`src/rtl/dpram_pkg.sv`:
```
// -----------------------------------------------------------------------------
// dpram_pkg
// Shared types and helpers for the parameterised dual-port RAM.
//   rdw_mode_e   : same-port read-during-write behaviour
//   init_state_e : states of the post-reset clear sequencer
//   lane_merge() : byte-lane merge of a new word into an old word
// -----------------------------------------------------------------------------
package dpram_pkg;

  typedef enum logic {
    READ_FIRST  = 1'b0,
    WRITE_FIRST = 1'b1
  } rdw_mode_e;

  typedef enum logic [1:0] {
    IDLE  = 2'd0,
    CLEAR = 2'd1,
    READY = 2'd2
  } init_state_e;

  // The merge works on a fixed maximum width so one function serves every
  // instance; callers zero-extend their operands and truncate the result.
  localparam int DPRAM_MAX_W = 256;
  localparam int DPRAM_IDX_W = $clog2(DPRAM_MAX_W);

  // Returns old_word with every lane whose enable bit is set replaced by the
  // corresponding lane of new_word. Lane l covers bits [l*byte_w +: byte_w].
  function automatic logic [DPRAM_MAX_W-1:0] lane_merge(
    input logic [DPRAM_MAX_W-1:0] old_word,
    input logic [DPRAM_MAX_W-1:0] new_word,
    input logic [DPRAM_MAX_W-1:0] lane_we,
    input int                     byte_w
  );
    logic [DPRAM_MAX_W-1:0] res;
    res = old_word;
    for (int b = 0; b < DPRAM_MAX_W; b++) begin
      if (lane_we[DPRAM_IDX_W'(b / byte_w)]) begin
        res[DPRAM_IDX_W'(b)] = new_word[DPRAM_IDX_W'(b)];
      end
    end
    return res;
  endfunction

endpackage

```
`src/rtl/dpram_rd_pipe.sv`:
```
// -----------------------------------------------------------------------------
// dpram_rd_pipe
// Read-latency pipeline for one RAM port. A word presented with vld_i emerges
// on data_o together with vld_o exactly RD_LAT cycles later. Each data stage
// loads only when its valid is set, so data_o holds its last value between
// valid pulses. Synchronous active-low reset flushes every stage to zero.
//   clk_i   : clock
//   rst_ni  : synchronous reset, active low
//   vld_i   : request accepted this cycle
//   data_i  : word read this cycle
//   vld_o   : data_o carries a new word this cycle
//   data_o  : read data
// -----------------------------------------------------------------------------
module dpram_rd_pipe #(
  parameter int DATA_W = 32,
  parameter int RD_LAT = 1
) (
  input  logic              clk_i,
  input  logic              rst_ni,
  input  logic              vld_i,
  input  logic [DATA_W-1:0] data_i,
  output logic              vld_o,
  output logic [DATA_W-1:0] data_o
);

  logic              s1_vld_q;
  logic [DATA_W-1:0] s1_data_q;

  always_ff @(posedge clk_i) begin
    if (!rst_ni) begin
      s1_vld_q  <= 1'b0;
      s1_data_q <= '0;
    end else begin
      s1_vld_q <= vld_i;
      if (vld_i) begin
        s1_data_q <= data_i;
      end
    end
  end

  if (RD_LAT == 2) begin : g_lat2
    logic              s2_vld_q;
    logic [DATA_W-1:0] s2_data_q;

    always_ff @(posedge clk_i) begin
      if (!rst_ni) begin
        s2_vld_q  <= 1'b0;
        s2_data_q <= '0;
      end else begin
        s2_vld_q <= s1_vld_q;
        if (s1_vld_q) begin
          s2_data_q <= s1_data_q;
        end
      end
    end

    assign vld_o  = s2_vld_q;
    assign data_o = s2_data_q;
  end else begin : g_lat1
    assign vld_o  = s1_vld_q;
    assign data_o = s1_data_q;
  end

endmodule

```
`src/rtl/param_dual_port_ram.sv`:
```
// -----------------------------------------------------------------------------
// param_dual_port_ram
// True dual-port RAM with byte-lane write enables, configurable read latency,
// selectable same-port read-during-write behaviour, same-address collision
// flag and an optional zero-fill sequence after reset.
//
//   clk                 : single clock, rising edge
//   rst_n               : synchronous reset, active low
//   en_a / en_b         : request valid
//   we_a / we_b         : byte-lane write enables (NB bits)
//   addr_a / addr_b     : word address
//   data_in_a/_b        : write data
//   data_out_a/_b       : read data, held while valid is low
//   valid_a / valid_b   : read data valid, RD_LAT cycles after acceptance
//   collision           : one-cycle pulse after a same-address write conflict
//   init_busy           : zero-fill in progress, requests are dropped
//
// Init FSM
//   state | meaning
//   IDLE  | in / just out of reset, decide whether to zero-fill
//   CLEAR | writing zero to clr_addr_q, one word per cycle
//   READY | normal operation, requests accepted
// -----------------------------------------------------------------------------
module param_dual_port_ram
  import dpram_pkg::*;
#(
  parameter int        DATA_W        = 32,
  parameter int        BYTE_W        = 8,
  parameter int        ADDR_W        = 6,
  parameter int        RD_LAT        = 1,
  parameter rdw_mode_e RDW_MODE      = READ_FIRST,
  parameter bit        INIT_ON_RESET = 1'b1
) (
  input  logic                     clk,
  input  logic                     rst_n,
  input  logic                     en_a,
  input  logic [DATA_W/BYTE_W-1:0] we_a,
  input  logic [ADDR_W-1:0]        addr_a,
  input  logic [DATA_W-1:0]        data_in_a,
  output logic [DATA_W-1:0]        data_out_a,
  output logic                     valid_a,
  input  logic                     en_b,
  input  logic [DATA_W/BYTE_W-1:0] we_b,
  input  logic [ADDR_W-1:0]        addr_b,
  input  logic [DATA_W-1:0]        data_in_b,
  output logic [DATA_W-1:0]        data_out_b,
  output logic                     valid_b,
  output logic                     collision,
  output logic                     init_busy
);

  localparam int NB    = DATA_W / BYTE_W;
  localparam int DEPTH = 2 ** ADDR_W;

  if (RD_LAT != 1 && RD_LAT != 2) begin : g_bad_rd_lat
    $error("param_dual_port_ram: RD_LAT must be 1 or 2");
  end
  if (BYTE_W < 1 || (DATA_W % BYTE_W) != 0) begin : g_bad_byte_w
    $error("param_dual_port_ram: DATA_W must be a multiple of BYTE_W");
  end
  if (DATA_W > DPRAM_MAX_W) begin : g_bad_data_w
    $error("param_dual_port_ram: DATA_W exceeds lane_merge width");
  end

  function automatic logic [DATA_W-1:0] merge_w(
    input logic [DATA_W-1:0] old_word,
    input logic [DATA_W-1:0] new_word,
    input logic [NB-1:0]     lane_we
  );
    return DATA_W'(lane_merge(DPRAM_MAX_W'(old_word), DPRAM_MAX_W'(new_word),
                              DPRAM_MAX_W'(lane_we), BYTE_W));
  endfunction

  logic [DATA_W-1:0] mem_q [DEPTH];

  init_state_e       state_q;
  logic [ADDR_W-1:0] clr_addr_q;
  logic              init_busy_q;
  logic              collision_q;

  logic              acc_a, acc_b;
  logic              wr_a, wr_b;
  logic              same_addr;
  logic              clr_we;
  logic [DATA_W-1:0] old_a, old_b;
  logic [DATA_W-1:0] own_a, own_b;
  logic [DATA_W-1:0] wr_word_a;
  logic [DATA_W-1:0] rd_word_a, rd_word_b;

  // Requests are ignored while filling and on any edge where reset is low, so
  // a request coinciding with reset assertion cannot write.
  assign acc_a     = rst_n & en_a & ~init_busy_q;
  assign acc_b     = rst_n & en_b & ~init_busy_q;
  assign wr_a      = acc_a & (|we_a);
  assign wr_b      = acc_b & (|we_b);
  assign same_addr = (addr_a == addr_b);
  assign clr_we    = rst_n & (state_q == CLEAR);

  assign old_a = mem_q[addr_a];
  assign old_b = mem_q[addr_b];
  assign own_a = merge_w(old_a, data_in_a, we_a);
  assign own_b = merge_w(old_b, data_in_b, we_b);

  // On a same-address double write, A's word is built on top of B's merge:
  // B's lanes survive where A is disabled, A wins where both are enabled.
  assign wr_word_a = (wr_b && same_addr) ? merge_w(own_b, data_in_a, we_a) : own_a;

  // The other port's write is never visible to a read in the same cycle.
  assign rd_word_a = (RDW_MODE == WRITE_FIRST) ? own_a : old_a;
  assign rd_word_b = (RDW_MODE == WRITE_FIRST) ? own_b : old_b;

  always_ff @(posedge clk) begin
    if (clr_we) begin
      mem_q[clr_addr_q] <= '0;
    end else begin
      if (wr_b) begin
        mem_q[addr_b] <= own_b;
      end
      if (wr_a) begin
        mem_q[addr_a] <= wr_word_a;
      end
    end
  end

  // init_busy_q is registered alongside the state and equals (state != READY).
  always_ff @(posedge clk) begin
    if (!rst_n) begin
      state_q     <= IDLE;
      clr_addr_q  <= '0;
      init_busy_q <= 1'b1;
    end else begin
      case (state_q)
        IDLE: begin
          clr_addr_q <= '0;
          if (INIT_ON_RESET) begin
            state_q <= CLEAR;
          end else begin
            state_q     <= READY;
            init_busy_q <= 1'b0;
          end
        end
        CLEAR: begin
          if (clr_addr_q == '1) begin
            state_q     <= READY;
            init_busy_q <= 1'b0;
          end else begin
            clr_addr_q <= clr_addr_q + 1'b1;
          end
        end
        READY: begin
          init_busy_q <= 1'b0;
        end
        default: begin
          state_q     <= IDLE;
          init_busy_q <= 1'b1;
        end
      endcase
    end
  end

  always_ff @(posedge clk) begin
    if (!rst_n) begin
      collision_q <= 1'b0;
    end else begin
      collision_q <= acc_a & acc_b & same_addr & ((|we_a) | (|we_b));
    end
  end

  dpram_rd_pipe #(
    .DATA_W (DATA_W),
    .RD_LAT (RD_LAT)
  ) u_rd_pipe_a (
    .clk_i  (clk),
    .rst_ni (rst_n),
    .vld_i  (acc_a),
    .data_i (rd_word_a),
    .vld_o  (valid_a),
    .data_o (data_out_a)
  );

  dpram_rd_pipe #(
    .DATA_W (DATA_W),
    .RD_LAT (RD_LAT)
  ) u_rd_pipe_b (
    .clk_i  (clk),
    .rst_ni (rst_n),
    .vld_i  (acc_b),
    .data_i (rd_word_b),
    .vld_o  (valid_b),
    .data_o (data_out_b)
  );

  assign collision = collision_q;
  assign init_busy = init_busy_q;

endmodule

```
`config.mk`:
```
export PLATFORM = sky130hd
export DESIGN_NAME = param_dual_port_ram
export DESIGN_NICKNAME = d
export VERILOG_FILES = /design/src/rtl/dpram_pkg.sv /design/src/rtl/dpram_rd_pipe.sv /design/src/rtl/param_dual_port_ram.sv
export SDC_FILE = /design/constraint.sdc
export NUM_CORES = 2
export LEC_CHECK = 0
export BUFFER_PORTS_ARGS = -buffer_cell sky130_fd_sc_hd__buf_4
export CAP_MARGIN = 25
export CORE_ASPECT_RATIO = 1.4
export CORE_MARGIN = 5
export CORE_UTILIZATION = 30
export DETAILED_ROUTE_END_ITERATION = 8
export PLACE_DENSITY = 0.5
export SYNTH_ARGS = -nofsm -noshare
export SYNTH_HDL_FRONTEND = slang
export SYNTH_SLANG_ARGS = --single-unit
```
`constraint.sdc`:
```
create_clock -name clk -period 5.7 [get_ports clk]
set_input_delay 1.14 -clock clk [delete_from_list [all_inputs] [get_ports clk]]
set_output_delay 1.14 -clock clk [all_outputs]
set_load 0.05 [all_outputs]
```
==> summary.md <==
| Metric | Value |
|---|---|
| PnR worst setup slack | `~0.30 ns` |
| Syn Inst Count | `10600` |
| Multi-input gate area | `between 50000 and 60000 µm²` |
| Dominant synthesized flop cell | `edfxtp_1` |
| Leak pwr | `around 55 nW` |
| Placed insts | `around 16000` |
| Post-CTS setup buffers | `0` |
| Drt total wl | `~740000 µm` |
| Initial Util | `0.301` |
| Syn Area/Cell | `around 12 µm²` |
| Register area | `roughly 63000 µm²` |
| Routed vias | `107000` |
| Initial antenna violation count | `67` |
| Cell with the most instances after synthesis | `edfxtp_1` |
| Mapped cell area | `approximately 130000 µm²` |
| Via/cell ratio | `roughly 6.4` |
| Worst hold slack | `roughly 0.46 ns` |
| Critical path peak fanout | `40` |
| Setup CP Type | `primary input to flip-flop` |
| Post-CTS sizing | `0` |
| Share of the synthesized area in the top cell type | `0.491` |
| Crit path max-delay family | `compound AO/OA/AOI/OAI gates` |
| WP buf/inv | `4` |
| Drc violations | `0` |
| Worst-Margin Slew | `about 1.4 ns` |
| Starting DRT DRC Count | `approximately 18000` |
| Critical Path Sink Type | `flip-flop` |
| Worst Hold Class | `flip-flop to flip-flop` |
| Fmax | `about 0.19 GHz` |
| Min cycle time layout | `roughly 5.4 ns` |
| CTS H-tree lvls | `4` |
| Hold Violations, Final | `0` |
| Dpl hpwl | `roughly 510000 µm` |
| Crit path required time | `6.40 ns` |
| Final period utilization | `0.947` |
| Die area | `around 430000 µm²` |
| Layout Nets | `around 11000` |
| Ports | `around 160` |
| Status | `complete, no violations` |
| Tot Pwr | `~40 mW` |
| Setup Skew | `between 0.09 and 0.1 ns` |
| Leading area contributor after synthesis | `edfxtp_1` |
| # setup viols final | `0` |
| Max-slew violations | `0` |
| Syn Nets | `around 11000` |
| # fillers | `40400` |
| Synthesized flop and latch total | `between 2000 and 2500` |
| Non-Filler Instances | `about 17000` |
| Startpoint Class | `primary input` |
| CTS tree | `done` |
| Vias in the first global route | `around 100k` |
| Most frequent cells after synthesis | `edfxtp_1 (2048), mux2i_1 (1546), nand2_1 (1135)` |
| Most used cell, CP | `buf_12` |
| # port buffers | `155` |
| Rel. slew slack | `0.0346` |
| EDFF count, synth | `2048` |
| Root Buffer | `clkbuf_16` |
| Bufs on Longest Clock Path | `4` |
| Layout area overhead | `18.1%` |
| RePlAce Congestion | `roughly 1.1` |
| Die span in x | `556 µm` |
| DR pass1 iterations | `9` |
| Pwr dens | `about 270 nW/µm²` |
| Share of layout cells above drive strength 1 | `0.247` |
| Drt wl/cell | `around 44 µm` |
| Clk sink count | `about 2100` |
| Clock transition at the registers of the reported paths | `roughly 0.070 ns` |
| Hold buffer count at cts | `0` |
| Num CTS Buffers | `between 200 and 250` |
| CP arrival | `a little over 6 ns` |
| Critical-path cell list | `buf_8 -> buf_12 -> nor2b_4 -> buf_4 -> a221o_1 -> a22oi_1 -> nor2_2 -> a211oi_2 -> nand4_1 -> a221oi_4 -> buf_12 -> mux2i_1` |
| RSZ-0062 raised after global routing | `false` |
| Die H | `775 µm` |
| Overall Global Routing Usage | `0.331` |
| Detail Route Antenna Nets | `0` |
| First-pass GRT wire length | `approximately 970000 µm` |
| Worst slack, placed | `-0.0779 ns` |
| Overall overflow remaining after global route | `0` |
| MaxCap Viol Count | `0` |
| Sequential share of the synthesized area | `0.503` |
| Top post-synthesis cells by area | `edfxtp_1 (49%), mux2i_1 (12%), mux4_2 (8.1%), o21ai_0 (3.5%), nand2_1 (3.4%)` |
| CORE AREA | `slightly above 400000 µm²` |
| Slowest cell on the critical path | `a211oi_2` |
| Worst path max stage delay | `1.01 ns` |
| Clk_lat worst skew | `1.00 ns` |
| Final Core Density | `0.356` |
| Post-synthesis cell type count | `between 100 and 150` |
| VDD IR-drop max | `0.000253 V` |
| Yosys Warn Count | `0` |
| Ys async rst share | `0` |
| Largest net degree at the start of global routing | `65` |
| Num rows | `280` |
## kinds of logic after synthesis
logic type	share of synthesized area
AOI/OAI and AO/OA	0.138
muxes	0.225
and+or+nand+nor	0.0753
DFF	0.503
buffers and inverters	0.0572
xor gates and xnor gates	0.000420
adders and majority gates	0.000500
## layout by cell type, fill, tap and decap left out, types with 57 or more instances in the layout
cell type and count:
buf_4 1095, nor3_1 57, a31oi_1 85, mux4_2 452
o21ai_0 807, nand2_1 1125, a21oi_1 535, mux2_2 221
nor2_2 69, edfxtp_1 2048, mux2i_1 1545, a22oi_1 417
a221oi_1 166, nor2_1 563, o21ai_1 72, o22ai_1 91
diode_2 64, clkbuf_16 241, o21ai_4 68, a21oi_2 60
buf_12 258, a221o_1 67, dfxtp_1 76, nand3_1 135
## final timing paths
check	cells past startpoint	from	slack [ns]	end
min reg2reg	2	u_rd_pipe_b.data_o[6]$_SDFFE_PN0N_	0.46	u_rd_pipe_b.data_o[6]$_SDFFE_PN0N_
max reg2reg	9	mem_q[0][9]$_DFFE_PP_	1.26	mem_q[4][9]$_DFFE_PP_
min	2	u_rd_pipe_b.data_o[6]$_SDFFE_PN0N_	0.46	u_rd_pipe_b.data_o[6]$_SDFFE_PN0N_
max	12	addr_a[1]	0.30	mem_q[4][9]$_DFFE_PP_
## flip-flops by register name (all words and copies together) (netlist names)
name and flops:
collision 1, state_q 2, u_rd_pipe_a.data_o 32, u_rd_pipe_b.data_o 32, clr_addr_q 6, u_rd_pipe_a.vld_o 1
mem_q 2048, u_rd_pipe_b.vld_o 1, init_busy 1
## layout make-up
| class | count | area share |
|---|---|---|
| Tap cell | 5499 | 0.0465 |
| Antenna cell | 64 | 0.00108 |
| Sequential cell | 2124 | 0.426 |
| Clock buffer | 301 | 0.0429 |
| Inverter | 29 | 0.000872 |
| Timing Repair Buffer | 1366 | 0.0916 |
| Multi-Input combinational cell | 7153 | 0.382 |
| Clock inverter | 131 | 0.00887 |
## where the power goes
group,switching (mW),internal (mW)
combinational,4.89,2.16
sequential,0.147,17.2
clock,7.07,8.91
total,12.1,28.3
## routing by layer
layer	share of wire	track usage
met2	0.43	0.489
met3	0.11	0.0949
met1	0.33	0.374
met5	0.00023	0
met4	0.13	0.337
## metrics by stage
step           setup TNS (ns)  cell area (µm²)
2_1_floorplan          -18.17           125000
3_3_place_gp           -30.44           140000
3_5_place_dp            -1.78           140000
4_1_cts                     0           148000
5_1_grt                     0           148000
6_report                    0           148000
## worst register-to-register path: cells and delay by family (launching register included)
| kind | cells | cell delay, ns |
|---|---|---|
| mux | 2 | 0.49 |
| buf+inv | 1 | 0.30 |
| compound gates | 4 | 2.20 |
| simple gates | 2 | 0.77 |
| flops | 1 | 0.40 |
No activity file was read; power rests on OpenSTA's default activity.
